<file path="src/rtl/display_scan_ctrl.sv">
// -----------------------------------------------------------------------------
// display_scan_ctrl
//
// Time-multiplexed scan controller for a 4-digit common-anode display with
// frame-synchronous data update and PWM-style brightness control.
//
// Each digit slot lasts 16 brightness phases. Each phase lasts P_STEP clocks.
// The digit is lit during phases 0..bright_q. New digit data is accepted into
// a single pending buffer through a valid/ready handshake. The data is copied
// to the displayed shadow register only at a frame boundary, so a frame never
// shows a mix of old and new digits.
//
// Ports
//   i_Clk      : clock. All state changes on its rising edge.
//   i_Reset    : synchronous active-high reset.
//   i_Enable   : 1 = scan the display. 0 = all digits dark and counters at 0.
//   i_Data     : four 4-bit digit codes. Digit n is i_Data[4n+3:4n].
//   i_Valid    : i_Data is offered this cycle.
//   o_Ready    : registered. High when the pending buffer is empty.
//   i_Blank    : per-digit blanking, applied combinationally to the current slot.
//   i_Bright   : brightness. The digit is lit for (i_Bright+1) of 16 phases.
//                Sampled at the frame boundary and on scan entry.
//   o_Sel      : index of the current digit slot.
//   o_Anodos   : active-low anode enables. 4'b1111 = dark.
//   o_Nibble   : digit code of the current slot, taken from the shadow register.
//   o_Frame    : one-cycle pulse on the first cycle that shows a new frame.
// -----------------------------------------------------------------------------
module display_scan_ctrl #(
    parameter int P_STEP = 1562
) (
    input  logic        i_Clk,
    input  logic        i_Reset,
    input  logic        i_Enable,
    input  logic [15:0] i_Data,
    input  logic        i_Valid,
    output logic        o_Ready,
    input  logic [3:0]  i_Blank,
    input  logic [3:0]  i_Bright,
    output logic [1:0]  o_Sel,
    output logic [3:0]  o_Anodos,
    output logic [3:0]  o_Nibble,
    output logic        o_Frame
);

    localparam int STEP_W = (P_STEP > 1) ? $clog2(P_STEP) : 1;
    localparam logic [STEP_W-1:0] STEP_LAST = STEP_W'(P_STEP - 1);

    typedef enum logic {
        IDLE = 1'b0,
        SCAN = 1'b1
    } state_t;

    state_t            state_reg;
    logic [STEP_W-1:0] step_reg;
    logic [3:0]        phase_reg;
    logic [1:0]        slot_reg;
    logic [15:0]       shadow_reg;
    logic [15:0]       pending_reg;
    logic              pending_full_reg;
    logic              ready_reg;
    logic              frame_reg;
    logic [3:0]        bright_reg;

    logic              step_wrap;
    logic              boundary;
    logic              accept;
    logic              pending_full_next;
    logic              lit;

    assign step_wrap = (step_reg == STEP_LAST);

    // The last step of the last phase of slot 3. Qualified by i_Enable because
    // the scan is abandoned on the same edge when i_Enable is low.
    assign boundary  = (state_reg == SCAN) && i_Enable && step_wrap &&
                       (phase_reg == 4'hF) && (slot_reg == 2'd3);

    assign accept    = i_Valid && ready_reg;

    // An accept is only possible while the buffer is empty. So "set on accept"
    // and "clear on boundary" never compete for a full buffer.
    always_comb begin
        pending_full_next = pending_full_reg;
        if (accept) begin
            pending_full_next = 1'b1;
        end else if (boundary) begin
            pending_full_next = 1'b0;
        end
    end

    always_ff @(posedge i_Clk) begin
        if (i_Reset) begin
            state_reg        <= IDLE;
            step_reg         <= '0;
            phase_reg        <= 4'h0;
            slot_reg         <= 2'd0;
            shadow_reg       <= 16'h0000;
            pending_reg      <= 16'h0000;
            pending_full_reg <= 1'b0;
            ready_reg        <= 1'b1;
            frame_reg        <= 1'b0;
            bright_reg       <= 4'hF;
        end else begin
            pending_full_reg <= pending_full_next;
            ready_reg        <= ~pending_full_next;
            frame_reg        <= boundary;

            if (accept) begin
                pending_reg <= i_Data;
            end
            if (boundary && pending_full_reg) begin
                shadow_reg <= pending_reg;
            end

            case (state_reg)
                IDLE: begin
                    step_reg  <= '0;
                    phase_reg <= 4'h0;
                    slot_reg  <= 2'd0;
                    if (i_Enable) begin
                        state_reg  <= SCAN;
                        bright_reg <= i_Bright;
                    end
                end
                SCAN: begin
                    if (!i_Enable) begin
                        state_reg <= IDLE;
                        step_reg  <= '0;
                        phase_reg <= 4'h0;
                        slot_reg  <= 2'd0;
                    end else begin
                        step_reg <= step_wrap ? '0 : step_reg + STEP_W'(1);
                        if (step_wrap) begin
                            phase_reg <= phase_reg + 4'd1;
                            if (phase_reg == 4'hF) begin
                                slot_reg <= slot_reg + 2'd1;
                            end
                        end
                        if (boundary) begin
                            bright_reg <= i_Bright;
                        end
                    end
                end
                default: state_reg <= IDLE;
            endcase
        end
    end

    // i_Blank is combinational on purpose. It can hide a digit at once, without
    // waiting for the next frame.
    assign lit = (state_reg == SCAN) && (phase_reg <= bright_reg) && !i_Blank[slot_reg];

    // Slot 0 drives the MSB anode: slot n pulls bit (3-n) low.
    generate
        for (genvar gi = 0; gi < 4; gi++) begin : g_anode
            assign o_Anodos[3-gi] = ~(lit && (slot_reg == 2'(gi)));
        end
    endgenerate

    assign o_Sel    = slot_reg;
    assign o_Nibble = shadow_reg[{slot_reg, 2'b00} +: 4];
    assign o_Ready  = ready_reg;
    assign o_Frame  = frame_reg;

endmodule

</file>
<file path="config.mk">
export PLATFORM = sky130hd
export DESIGN_NAME = display_scan_ctrl
export DESIGN_NICKNAME = d
export VERILOG_FILES = /design/src/rtl/display_scan_ctrl.sv
export SDC_FILE = /design/constraint.sdc
export NUM_CORES = 1
export LEC_CHECK = 0
export ABC_AREA = 1
export CORE_UTILIZATION = 48
export CTS_CLUSTER_DIAMETER = 50
export DETAILED_ROUTE_END_ITERATION = 8
export PLACE_DENSITY = 0.8
export SYNTH_ARGS = -nofsm -noshare
export SYNTH_HDL_FRONTEND = slang
export SYNTH_SLANG_ARGS = --single-unit
</file>
<file path="constraint.sdc">
create_clock -name i_Clk -period 1.4 [get_ports i_Clk]
set_input_delay 0.28 -clock i_Clk [delete_from_list [all_inputs] [get_ports i_Clk]]
set_output_delay 0.28 -clock i_Clk [all_outputs]
set_load 0.02 [all_outputs]
</file>
==> results of run 1 <==
[how the worst max path moves through the flow]
stage / start / end / cells after the start
3_3_place_gp: i_Blank[3] / o_Anodos[1] / 8
6_report: bright_reg[1] / o_Anodos[1] / 7
3_5_place_dp: i_Blank[1] / o_Anodos[1] / 8
4_1_cts: bright_reg[3] / o_Anodos[1] / 7
5_1_grt: bright_reg[1] / o_Anodos[2] / 7
2_1_floorplan: bright_reg[1] / o_Anodos[0] / 6
[cell usage in the layout, fill, tap and decap left out, types with 7 or more instances in the layout]
cell type        count
a21oi_1             10
nand2_2             22
buf_4               39
nor2_1              60
clkbuf_8            10
dfxtp_1             43
nor2_4               7
a21oi_2              9
nand3_1              7
nor2_2              14
inv_1               30
dfxtp_2             12
clkdlybuf4s50_1     27
o21ai_0             17
nand2_1             33
nand2_4             13
buf_6               32
[routing by layer]
metal  track usage [%]  share of wire, %  wire length (um)  up-vias
met1              30.3                36              3790     1459
met5                 0                 0                 0        -
li1                  -                 -                 -     1355
met2              51.4                50              5300      193
met4              18.5               7.1               744        0
met3              7.01               6.3               663       85
[worst max-delay path, stage by stage (launching register included)]
cell	delay, ps
dfxtp_2	350
inv_1	50
ha_1	290
nand3_1	90
o211ai_1	130
a21oi_2	290
nand2_2	90
buf_6	140
[cells by family (layout without fill, tap and decap cells)]
group | count (synthesis) | in the layout
and+or+nand+nor | 183 | 184
DFF | 57 | 57
AOI/OAI and AO/OA | 51 | 51
buffers and inverters | 51 | 163
adders and majority gates | 11 | 11
xor gates and xnor gates | 5 | 5
[synthesized netlist by cell type, drive strengths merged]
cell and instances:
or3 1, a21oi 25, and3 1, clkbuf 3, nand4 5, ha 11, xor2 3, xnor2 2
clkinv 3, inv 37, o211ai 1, or2 2, nor3 8, nor2 82, nand3 16, o21ai 24
dfxtp 57, nand3b 1, a211oi 1, buf 8, nand2 67
[through the flow]
stage / util [%] / cells / TNS [ps] / power [mW] / worst slack (ps)
5_1_grt: 86.2 / 541 / -14590 / 3.63 / -718
3_3_place_gp: 67.7 / 501 / -11910 / 2.00 / -728
6_report: 86.2 / 541 / -13260 / 3.53 / -659
4_1_cts: 78.8 / 530 / -8430 / 3.45 / -577
2_1_floorplan: - / 358 / -156 / 1.86 / -39.5
3_5_place_dp: 67.7 / 501 / -13580 / 2.01 / -761
[where the power goes]
group / internal (mW) / switching [mW] / total [mW]
clock network: 0.796 / 0.701 / 1.50
registers: 1.67 / 0.0440 / 1.72
logic: 0.159 / 0.158 / 0.317
[cell type report]
class / instances / share of cell area [%]
clock buffers: 14 / 3.90
inverters: 40 / 3.62
multi-input cells: 251 / 39.9
flip-flops and latches: 57 / 26.1
clock inverters: 2 / 0.225
repair buffers: 107 / 24.2
well taps: 70 / 1.96
[repair_timing]
| item | 4_1_cts | 5_1_grt |
|---|---|---|
| endpoints found under the setup margin | 47 | 50 |
| pin swaps | 11 | 23 |
| gates resized for setup | 119 | 103 |
| gates cloned | 3 | 1 |
| buffers inserted | 11 | 15 |
| hold endpoints to repair | 0 | 0 |
==> insert_results.sql, run 1 <==
INSERT INTO impl_metrics (metric_group, metric, value, unit) VALUES
('routing', 'via_count', '3092', ''),
('setup_path', 'crit_required', '1120', 'ps'),
('synthesis', 'synth-seq-cells', '57', ''),
('die', 'floorplan.initialDensity', '50.5', '%'),
('sta', 'worst_slack', '-659', 'ps'),
('clocking', 'cts_max_path_buffers', '2', ''),
('synthesis', 'yosys.area_share.xor_xnor', '1.68', '%'),
('run_status', 'outcome', 'finished with violations', ''),
('setup_path', 'worst_r2r_path_depth', '11', ''),
('finish', 'final_nets', '505', ''),
('synthesis', 'mappedNetlistArea', '2610', 'sq um'),
('synthesis', 'synth.yosys.seq_area_share', '43.7', '%'),
('routing', 'antenna_violating_nets_post_route', '0', ''),
('clocking', 'clock_sinks', '57', ''),
('synthesis', 'synth_compound_area_share', '9.97', '%'),
('routing', 'avgRoutedWirePerCell', '19.4', 'um'),
('setup_path', 'critical_path.startpoint_type', 'flop', ''),
('routing', 'overall_routed_net_length', '10500', 'um'),
('sta', 'tightestPinTransition', '406', 'ps'),
('die', 'core_area', '5170', 'sq um'),
('global_route', 'first_global_vias', '2661', ''),
('sta', 'clock.fmax', '486', 'MHz'),
('sta', 'rsz0062_at_grt', 'yes', ''),
('sta', 'timing.slew.headroom', '72.9', '%'),
('run_status', 'violations', 'negative setup slack', ''),
('sta', 'final_min_period_over_clock_period', '147', '%'),
('routing', 'dr.pass1.iters', '5', ''),
('synthesis', 'synth_mux_area_share', '0', '%'),
('worst_hold_path', 'timing.hold.worst.class', 'flop to flop', ''),
('finish', 'proportion_of_layout_cells_with_a_drive_suffix_above_1', '45.6', '%'),
('synthesis', 'yosysTopAreaCellShare', '43.7', '%'),
('worst_hold_path', 'min_delay_worst_endpoint', 'shadow_reg[6]', ''),
('synthesis', 'synth_cell_types', '29', ''),
('synthesis', 'synthesis.area_per_instance', '7.29', 'sq um'),
('setup_path', 'crit_type', 'flop to primary output', ''),
('routing', 'drt_drc_violations_left', '0', ''),
('synthesis', 'yosys.area_share.adder', '5.27', '%'),
('setup_path', 'timing.reg2reg.setup_slack', '-430', 'ps'),
('synthesis', 'syn-instance-count', '358', ''),
('place', 'hpwlAfterDp', '4140', 'um'),
('finish', 'final_cell_area', '4460', 'sq um'),
('finish', 'combined_area_of_the_multi_input_logic_cells', '1780', 'sq um'),
('die', 'die_area', '5740', 'sq um'),
('place', 'place_area', '3500', 'sq um'),
('sta', 'min_clock_period_post_route', '2060', 'ps'),
('power', 'p_leak', '1.93', 'nW'),
('sta', 'number_of_endpoints_with_negative_hold_slack_in_the_final_report', '0', ''),
('worst_hold_path', 'whs_path_depth', '2', ''),
('sta', 'finalClockSkew', '11.1', 'ps'),
('global_route', 'pin_count_of_the_biggest_net_entering_global_routing', '33', ''),
('die', 'io_pins', '40', ''),
('synthesis', 'yosys_warnings', '0', ''),
('run', 'maxCapViolCount', '0', ''),
('synthesis', 'mappedNetlistNets', '397', ''),
('power', 'power_density_cells', '792', 'nW/um^2'),
('sta', 'hold_slack', '482', 'ps'),
('synthesis', 'synth_largest_area_cell', 'dfxtp_1', ''),
('setup_path', 'end_kind', 'primary output', ''),
('die', 'die_width', '75.8', 'um'),
('sta', 'final-setup-viol-count', '44', ''),
('finish', 'reg_area', '1160', 'sq um'),
('routing', 'drt_first_iter_violations', '198', ''),
('finish', 'areaGrowthSynthToFinish', '70.7', '%'),
('clocking', 'post_cts_hold_buffer_count', '0', ''),
('finish', 'antenna_cells_inserted', '0', ''),
('setup_path', 'rr_endpoint', 'shadow_reg[12]', ''),
('synthesis', 'synth_area_leaders', 'dfxtp_1, nor2_1, nand2_1, inv_1, ha_1', ''),
('synthesis', 'main_combinational_cell_family_by_area_after_synthesis', 'simple AND/OR/NAND/NOR gates', ''),
('die', 'floorplan.die.height', '75.8', 'um'),
('worst_hold_path', 'worstHoldStart', 'pending_reg[6]', ''),
('synthesis', 'post_synth_and_or_nand_nor_area_fraction', '31.1', '%');
No activity file was read; power rests on OpenSTA's default activity.
==> run 2, diff against run 1 <==
--- a/config.mk
+++ b/config.mk
@@ -5,11 +5,10 @@
 export SDC_FILE = /design/constraint.sdc
 export NUM_CORES = 1
 export LEC_CHECK = 0
-export ABC_AREA = 1
-export CORE_UTILIZATION = 48
+export CORE_UTILIZATION = 54
 export CTS_CLUSTER_DIAMETER = 50
 export DETAILED_ROUTE_END_ITERATION = 8
-export PLACE_DENSITY = 0.8
+export PLACE_DENSITY = 0.85
 export SYNTH_ARGS = -nofsm -noshare
 export SYNTH_HDL_FRONTEND = slang
 export SYNTH_SLANG_ARGS = --single-unit
==> constraint.sdc (replaced) <==
create_clock -name i_Clk -period 1.94 [get_ports i_Clk]
set_input_delay 0.388 -clock i_Clk [delete_from_list [all_inputs] [get_ports i_Clk]]
set_output_delay 0.388 -clock i_Clk [all_outputs]
set_load 0.02 [all_outputs]
==> run 2 against run 1 <==
  * The flow still finishes with violations (negative setup slack)
  * Setup slack gained 510 ps
  * Synthesized cell count decreased by 20%
  * Wire length down 46%
  * Core utilization fell by 13 points
  * Sequential share of layout area increased by 6.9 points
  * Final cell count shrank 24%
  * Non-clock buffer count fell by 50
  * Global-route usage is 5.2 points lower
  * Clock power decreased by 16%
  * First-iteration DRC count down 39%
  * Critical path depth decreased by 1
  * Synthesized area is 2.5% higher
==> insert_results.sql, run 2 <==
INSERT INTO impl_metrics (metric_group, metric, value, unit) VALUES
('synthesis', 'number_of_enable_type_register_cells_in_the_synthesized_netlist', '0', ''),
('setup_path', 'worstPathMaxFanout', '4', ''),
('synthesis', 'yosysTopAreaCellShare', '42.6', '%'),
('die', 'floorplan.die.height', '72.4', 'um'),
('sta', 'finalClockSkew', '9.99', 'ps'),
('setup_path', 'crit_chain', 'inv_2 -> ha_1 -> and2_4 -> a32o_2 -> nand4_1 -> buf_4', ''),
('synthesis', 'synth-seq-cells', '57', ''),
('synthesis', 'yosys.area_share.adder', '5.14', '%'),
('clocking', 'clock_sinks', '57', ''),
('place', 'hpwlAfterDp', '3780', 'um'),
('die', 'die_area', '5240', 'sq um'),
('synthesis', 'yosys.area_share.xor_xnor', '3.93', '%'),
('run_status', 'violations', 'negative setup slack', ''),
('sta', 'worst_slack', '-151', 'ps'),
('setup_path', 'worstPathArrival', '1700', 'ps'),
('synthesis', 'synth_mux_area_share', '12.4', '%'),
('power', 'share_clk_of_total_power', '47.1', '%'),
('synthesis', 'postSynth.topFlopCell', 'dfxtp_1', ''),
('clocking', 'cts.root.buffer_cell', 'clkbuf_8', ''),
('routing', 'overall_routed_net_length', '5710', 'um'),
('sta', 'clock.fmax', '478', 'MHz'),
('finish', 'areaGrowthSynthToFinish', '30.5', '%'),
('power', 'pwr-share-seq', '45.7', '%'),
('place', 'place_area', '3220', 'sq um'),
('routing', 'dr.pass1.iters', '4', ''),
('setup_path', 'end_kind', 'primary output', ''),
('power', 'fin_total_pwr', '2.66', 'mW'),
('sta', 'number_of_endpoints_with_negative_hold_slack_in_the_final_report', '0', ''),
('routing', 'via_count', '2168', ''),
('clocking', 'clock_tree.htree_level_count', '3', ''),
('routing', 'avgRoutedWirePerCell', '13.8', 'um'),
('run_status', 'outcome', 'finished with violations', ''),
('sta', 'final_min_period_over_clock_period', '108', '%'),
('setup_path', 'crit_required', '1550', 'ps'),
('synthesis', 'synth_most_common_cell', 'dfxtp_1', ''),
('setup_path', 'kind_of_cell_with_the_highest_combined_delay_on_the_critical_path', 'flip-flops', ''),
('routing', 'drt_drc_violations_left', '0', ''),
('clocking', 'total_clock_buffers_created_by_cts', '9', ''),
('synthesis', 'mappedNetlistNets', '327', ''),
('finish', 'final_nets', '380', ''),
('synthesis', 'synth.cells.most_frequent', 'dfxtp_1, nand2_1, nand2b_1', ''),
('synthesis', 'yosys_warnings', '0', ''),
('worst_hold_path', 'timing.hold.worst.class', 'flop to flop', ''),
('sta', 'min_clock_period_post_route', '2090', 'ps'),
('finish', 'antenna_cells_inserted', '0', ''),
('global_route', 'grt_pass1_wl', '9430', 'um'),
('global_route', 'grt_antenna_before_repair', '0', ''),
('finish', 'most_frequent_cells_in_the_layout', 'dfxtp_1, nand2_1, nand2b_1', ''),
('power', 'p_leak', '1.40', 'nW'),
('synthesis', 'post_synth_and_or_nand_nor_area_fraction', '26.0', '%'),
('synthesis', 'synth_compound_area_share', '5.52', '%'),
('place', 'setup_ws_pre_cts', '-511', 'ps'),
('setup_path', 'path_buf_inv', '2', ''),
('global_route', 'grt_remaining_overflow', '0', ''),
('routing', 'drt_first_iter_violations', '121', ''),
('synthesis', 'synth_area_leaders', 'dfxtp_1, mux2i_1, nand2b_1, nand2_1, ha_1', ''),
('place', 'port-buffer-count', '39', ''),
('synthesis', 'synth.yosys.seq_area_share', '42.6', '%'),
('power', 'peakVddDrop', '0.549', 'mV'),
('synthesis', 'synthesis.area_per_instance', '9.29', 'sq um'),
('finish', 'end_of_flow_core_utilization', '73.5', '%'),
('setup_path', 'critical-path-max-stage-delay', '340', 'ps'),
('synthesis', 'async_flop_share', '0', '%'),
('die', 'num_rows', '25', ''),
('finish', 'final_cell_area', '3490', 'sq um'),
('sta', 'timing.slew.headroom', '69.8', '%'),
('sta', 'rsz0062_at_grt', 'yes', ''),
('synthesis', 'syn-instance-count', '288', ''),
('sta', 'final-setup-viol-count', '4', ''),
('place', 'numPlacedInstances', '397', ''),
('setup_path', 'crit_type', 'flop to primary output', ''),
('place', 'globalplace.congestion', '0.866', ''),
('global_route', 'first_global_vias', '2009', ''),
('routing', 'routed_via_density', '5.25', ''),
('global_route', 'grt_use_total', '23.7', '%'),
('power', 'comb_power_share', '7.2', '%'),
('power', 'power.share.switching', '23.5', '%'),
('run', 'maxCapViolCount', '0', ''),
('die', 'die_width', '72.4', 'um'),
('setup_path', 'critical_path.startpoint_type', 'flop', ''),
('synthesis', 'synth_cell_types', '40', ''),
('sta', 'final_max_tran_viols', '0', ''),
('synthesis', 'main_combinational_cell_family_by_area_after_synthesis', 'simple AND/OR/NAND/NOR gates', ''),
('synthesis', 'mappedNetlistArea', '2680', 'sq um'),
('die', 'floorplan.initialDensity', '56.3', '%'),
('sta', 'tightestPinTransition', '452', 'ps'),
('clocking', 'cts_max_path_buffers', '2', ''),
('routing', 'antenna_violating_nets_post_route', '0', ''),
('global_route', 'pin_count_of_the_biggest_net_entering_global_routing', '59', ''),
('setup_path', 'cp_slowest_cell', 'dfxtp_2', ''),
('power', 'switching_component_of_the_power', '0.626', 'mW'),
('clocking', 'cts.reportedPaths.clkPinSlew', '70', 'ps'),
('synthesis', 'synth_largest_area_cell', 'dfxtp_1', ''),
('clocking', 'cts_tree', 'yes', ''),
('finish', 'count_of_placed_standard_cells_in_the_final_layout_fillers_left_out', '413', ''),
('power', 'cell_internal_power', '2.04', 'mW'),
('power', 'power_density_cells', '763', 'nW/um^2'),
('finish', 'layout_commonest_cell', 'dfxtp_1', ''),
('clocking', 'clk_latency', '340', 'ps'),
('die', 'io_pins', '40', ''),
('finish', 'proportion_of_layout_cells_with_a_drive_suffix_above_1', '22.3', '%'),
('die', 'core_area', '4750', 'sq um');
==> run 2: tightest hold or removal path, stage by stage (launching register included) <==
cell	delay (ps)
dfxtp_1	310
nand2_1	50
a21oi_1	50
==> run 2: routing by layer <==
metal	GRT usage (%)	vias up	share of wire, %
met5	0	-	0
met4	11.1	0	1.9
met3	5.28	13	4.0
met2	37.3	51	48
met1	30.9	1022	46
li1	-	1082	-
==> run 2: area by class of cell <==
type / instances / area [sq um]
Multi-Input combinational cell: 207 / 1470
Fill cell: 347 / 1260
Sequential cell: 57 / 1150
Timing Repair Buffer: 57 / 524
Clock buffer: 9 / 124
Clock inverter: 7 / 101
Tap cell: 67 / 83.8
Inverter: 9 / 33.8
==> run 2: kinds of logic after synthesis <==
family	Yosys count
simple gates	130
flops	57
mux	28
compound gates	26
buf+inv	24
xor+xnor	12
fa+ha+maj	11
==> run 2: power groups by stage <==
stage          clock, mW  sequential, mW  combinational [mW]
2_1_floorplan          0            1.24              0.0930
4_1_cts             1.27            1.22               0.190
3_3_place_gp           0            1.24               0.179
5_1_grt             1.31            1.22               0.211
3_5_place_dp           0            1.24               0.183
6_report            1.26            1.22               0.192
==> run 2: path summary, 6_finish.rpt <==
check	from	endpoint	slack (ps)	depth (start not counted)
worst max-delay path	bright_reg[2]	o_Anodos[3]	-150	6
worst min-delay path	pending_reg[3]	pending_reg[3]	460	2
worst max register to register	o_Sel[0]	shadow_reg[2]	90	7
worst min register to register	pending_reg[3]	pending_reg[3]	460	2
==> run 2: metrics by stage <==
| stage | TNS [ps] | hold slack [ps] |
|---|---|---|
| final | -528 | 459 |
| after detailed placement | -2210 | 450 |
| after global placement | -1970 | 444 |
| after global routing | -701 | 482 |
| after floorplan | -0.0683 | 433 |
| after CTS | -528 | 460 |
==> run 2: repair_timing <==
action | in CTS | in global routing
buffers inserted | 0 | 0
pin swaps | 6 | 8
hold endpoints to repair | 0 | 0
hold buffers | 0 | 0
gates resized for setup | 54 | 10
setup endpoints to repair | 8 | 18
==> run 3, diff against run 2 <==
--- a/config.mk
+++ b/config.mk
@@ -5,10 +5,12 @@
 export SDC_FILE = /design/constraint.sdc
 export NUM_CORES = 1
 export LEC_CHECK = 0
+export CORE_MARGIN = 4
 export CORE_UTILIZATION = 54
 export CTS_CLUSTER_DIAMETER = 50
 export DETAILED_ROUTE_END_ITERATION = 8
-export PLACE_DENSITY = 0.85
+export GPL_TIMING_DRIVEN = 0
+export PLACE_DENSITY = 0.8
 export SYNTH_ARGS = -nofsm -noshare
 export SYNTH_HDL_FRONTEND = slang
 export SYNTH_SLANG_ARGS = --single-unit
==> run 3 against run 2 <==
  * The run still ends with negative setup slack left
  * Via count grew 2.1%
  * Core utilization grew 2.3 points
  * Die area grew 17%
  * Wire length grew 7.1%
  * Final area increased by 3.2%
  * Sequential cell count unchanged
  * Total power down 2.9%
  * Global-route usage is 3.4 points lower
  * Sequential share of layout area is 0.80 points lower
  * Critical endpoint is now o_Anodos[0]
  * Largest cell class unchanged
  * Largest power group is now registers
  * Highest routed layer unchanged
==> insert_results.sql, run 3 (same netlist as run 2, synthesis figures left out) <==
INSERT INTO impl_metrics (metric_group, metric, value, unit) VALUES
('clocking', 'clk_latency', '340', 'ps'),
('sta', 'hold_slack', '442', 'ps'),
('routing', 'antenna_violating_nets_post_route', '0', ''),
('finish', 'reg_area', '1160', 'sq um'),
('run', 'maxCapViolCount', '0', ''),
('finish', 'most_frequent_cells_in_the_layout', 'dfxtp_1, nand2_1, nand2b_1', ''),
('sta', 'timing.slew.headroom', '64.0', '%'),
('place', 'globalplace.congestion', '0.846', ''),
('power', 'peakVddDrop', '0.440', 'mV'),
('clocking', 'clock_sinks', '57', ''),
('setup_path', 'critical_path.reg2reg.startpoint', 'o_Sel[0]', ''),
('sta', 'clock.fmax', '482', 'MHz'),
('setup_path', 'rr_endpoint', 'shadow_reg[8]', ''),
('clocking', 'total_clock_buffers_created_by_cts', '9', ''),
('sta', 'min_clock_period_post_route', '2070', 'ps'),
('setup_path', 'worst_r2r_path_depth', '8', ''),
('routing', 'drt_drc_violations_left', '0', ''),
('routing', 'avgRoutedWirePerCell', '14.5', 'um'),
('global_route', 'grt_use_total', '20.2', '%'),
('worst_hold_path', 'min_delay_worst_endpoint', 'step_reg[0]', ''),
('setup_path', 'worstPathMaxFanout', '4', ''),
('setup_path', 'critical_path.startpoint_type', 'flop', ''),
('finish', 'layout.filler_cells', '336', ''),
('finish', 'antenna_cells_inserted', '0', ''),
('sta', 'finalClockSkew', '10.7', 'ps'),
('clocking', 'cts_tree', 'yes', ''),
('setup_path', 'timing.reg2reg.setup_slack', '60', 'ps'),
('die', 'num_rows', '25', ''),
('routing', 'dr.pass1.iters', '4', ''),
('die', 'io_pins', '40', ''),
('power', 'power_density_cells', '718', 'nW/um^2'),
('sta', 'number_of_endpoints_with_negative_hold_slack_in_the_final_report', '0', ''),
('setup_path', 'worstPathArrival', '1690', 'ps'),
('worst_hold_path', 'whs_path_depth', '1', ''),
('routing', 'via_count', '2213', ''),
('sta', 'final-setup-viol-count', '8', ''),
('global_route', 'grt_antenna_before_repair', '0', ''),
('finish', 'proportion_of_layout_cells_with_a_drive_suffix_above_1', '22.5', '%'),
('finish', 'layout_commonest_cell', 'dfxtp_1', ''),
('power', 'p_leak', '1.42', 'nW'),
('finish', 'end_of_flow_core_utilization', '75.8', '%'),
('worst_hold_path', 'worstHoldStart', 'step_reg[0]', ''),
('finish', 'final_cell_area', '3600', 'sq um'),
('setup_path', 'crit_type', 'flop to primary output', ''),
('sta', 'rsz0062_at_grt', 'yes', ''),
('setup_path', 'crit_required', '1550', 'ps'),
('place', 'port-buffer-count', '39', ''),
('global_route', 'first_global_vias', '2025', ''),
('die', 'die_width', '78.4', 'um'),
('finish', 'final_nets', '389', ''),
('clocking', 'clock_tree.htree_level_count', '3', ''),
('finish', 'combined_area_of_the_multi_input_logic_cells', '1520', 'sq um'),
('die', 'die_area', '6150', 'sq um'),
('place', 'place_area', '3150', 'sq um'),
('sta', 'tightestPinTransition', '541', 'ps'),
('global_route', 'grt_remaining_overflow', '0', ''),
('die', 'floorplan.initialDensity', '56.3', '%'),
('global_route', 'pin_count_of_the_biggest_net_entering_global_routing', '11', ''),
('sta', 'final_max_tran_viols', '0', ''),
('run_status', 'violations', 'negative setup slack', ''),
('routing', 'routed_via_density', '5.24', ''),
('global_route', 'grt_pass1_wl', '9600', 'um'),
('sta', 'final_min_period_over_clock_period', '107', '%'),
('die', 'floorplan.die.height', '78.4', 'um'),
('place', 'hpwlAfterDp', '4000', 'um'),
('setup_path', 'end_kind', 'primary output', ''),
('finish', 'areaGrowthSynthToFinish', '34.6', '%'),
('sta', 'worst_slack', '-134', 'ps'),
('worst_hold_path', 'timing.hold.worst.class', 'flop to flop', ''),
('run_status', 'outcome', 'finished with violations', ''),
('clocking', 'cts.root.buffer_cell', 'clkbuf_8', ''),
('die', 'core_area', '4750', 'sq um'),
('routing', 'drt_first_iter_violations', '147', ''),
('clocking', 'cts_max_path_buffers', '2', ''),
('routing', 'overall_routed_net_length', '6110', 'um'),
('clocking', 'cts.reportedPaths.clkPinSlew', '60', 'ps');
run 3: layout make-up:
class	instances	share of cell area, %
clock buffer	12	4.58
timing repair buffer	53	14.1
clock inverter	4	1.39
inverter	9	0.937
buffer	13	2.33
multi-input combinational	207	42.2
sequential	57	32.2
tap	67	2.33
run 3: per-layer routing:
metal	part of all wire, %	vias to the layer above	track usage, %
met5	0	-	0
met2	44	51	29.5
met3	4.8	11	4.93
met4	2.1	0	11.9
met1	49	1050	27.0
li1	-	1101	-
run 3: worst max path at each step:
stage                  start     endpoint  slack (ps)
2_1_floorplan       o_Sel[0]  o_Anodos[0]       -0.07
3_3_place_gp      i_Blank[2]  o_Anodos[3]        -400
3_5_place_dp      i_Blank[3]  o_Anodos[0]        -440
4_1_cts        bright_reg[1]  o_Anodos[0]        -150
5_1_grt         phase_reg[1]  o_Anodos[3]        -210
6_report        phase_reg[1]  o_Anodos[0]        -130
run 3: metrics by stage:
step / power (mW) / setup WS (ps) / TNS [ps] / instances
4_1_cts: 2.59 / -151 / -507 / 415
6_report: 2.59 / -134 / -539 / 422
2_1_floorplan: 1.33 / -0.0683 / -0.0683 / 288
3_3_place_gp: 1.42 / -398 / -5010 / 394
3_5_place_dp: 1.42 / -442 / -6200 / 394
5_1_grt: 2.68 / -213 / -1700 / 422
run 3: worst max-delay path, stage by stage, from the launching register on:
cell and delay (ps):
dfxtp_4 360, ha_4 240, nor2b_4 120, o21ai_2 110, a32o_2 210, nand4_1 140
buf_6 170
run 3: power breakdown:
group | internal (mW) | switching [mW]
Combinational | 0.106 | 0.0912
Sequential | 1.20 | 0.0185
Clock | 0.695 | 0.478
run 3: timing repair:
item	4_1_cts	5_1_grt
endpoints found under the setup margin	20	33
pin swaps	5	10
gates resized for setup	61	24
buffers inserted	5	9
hold buffers	0	0
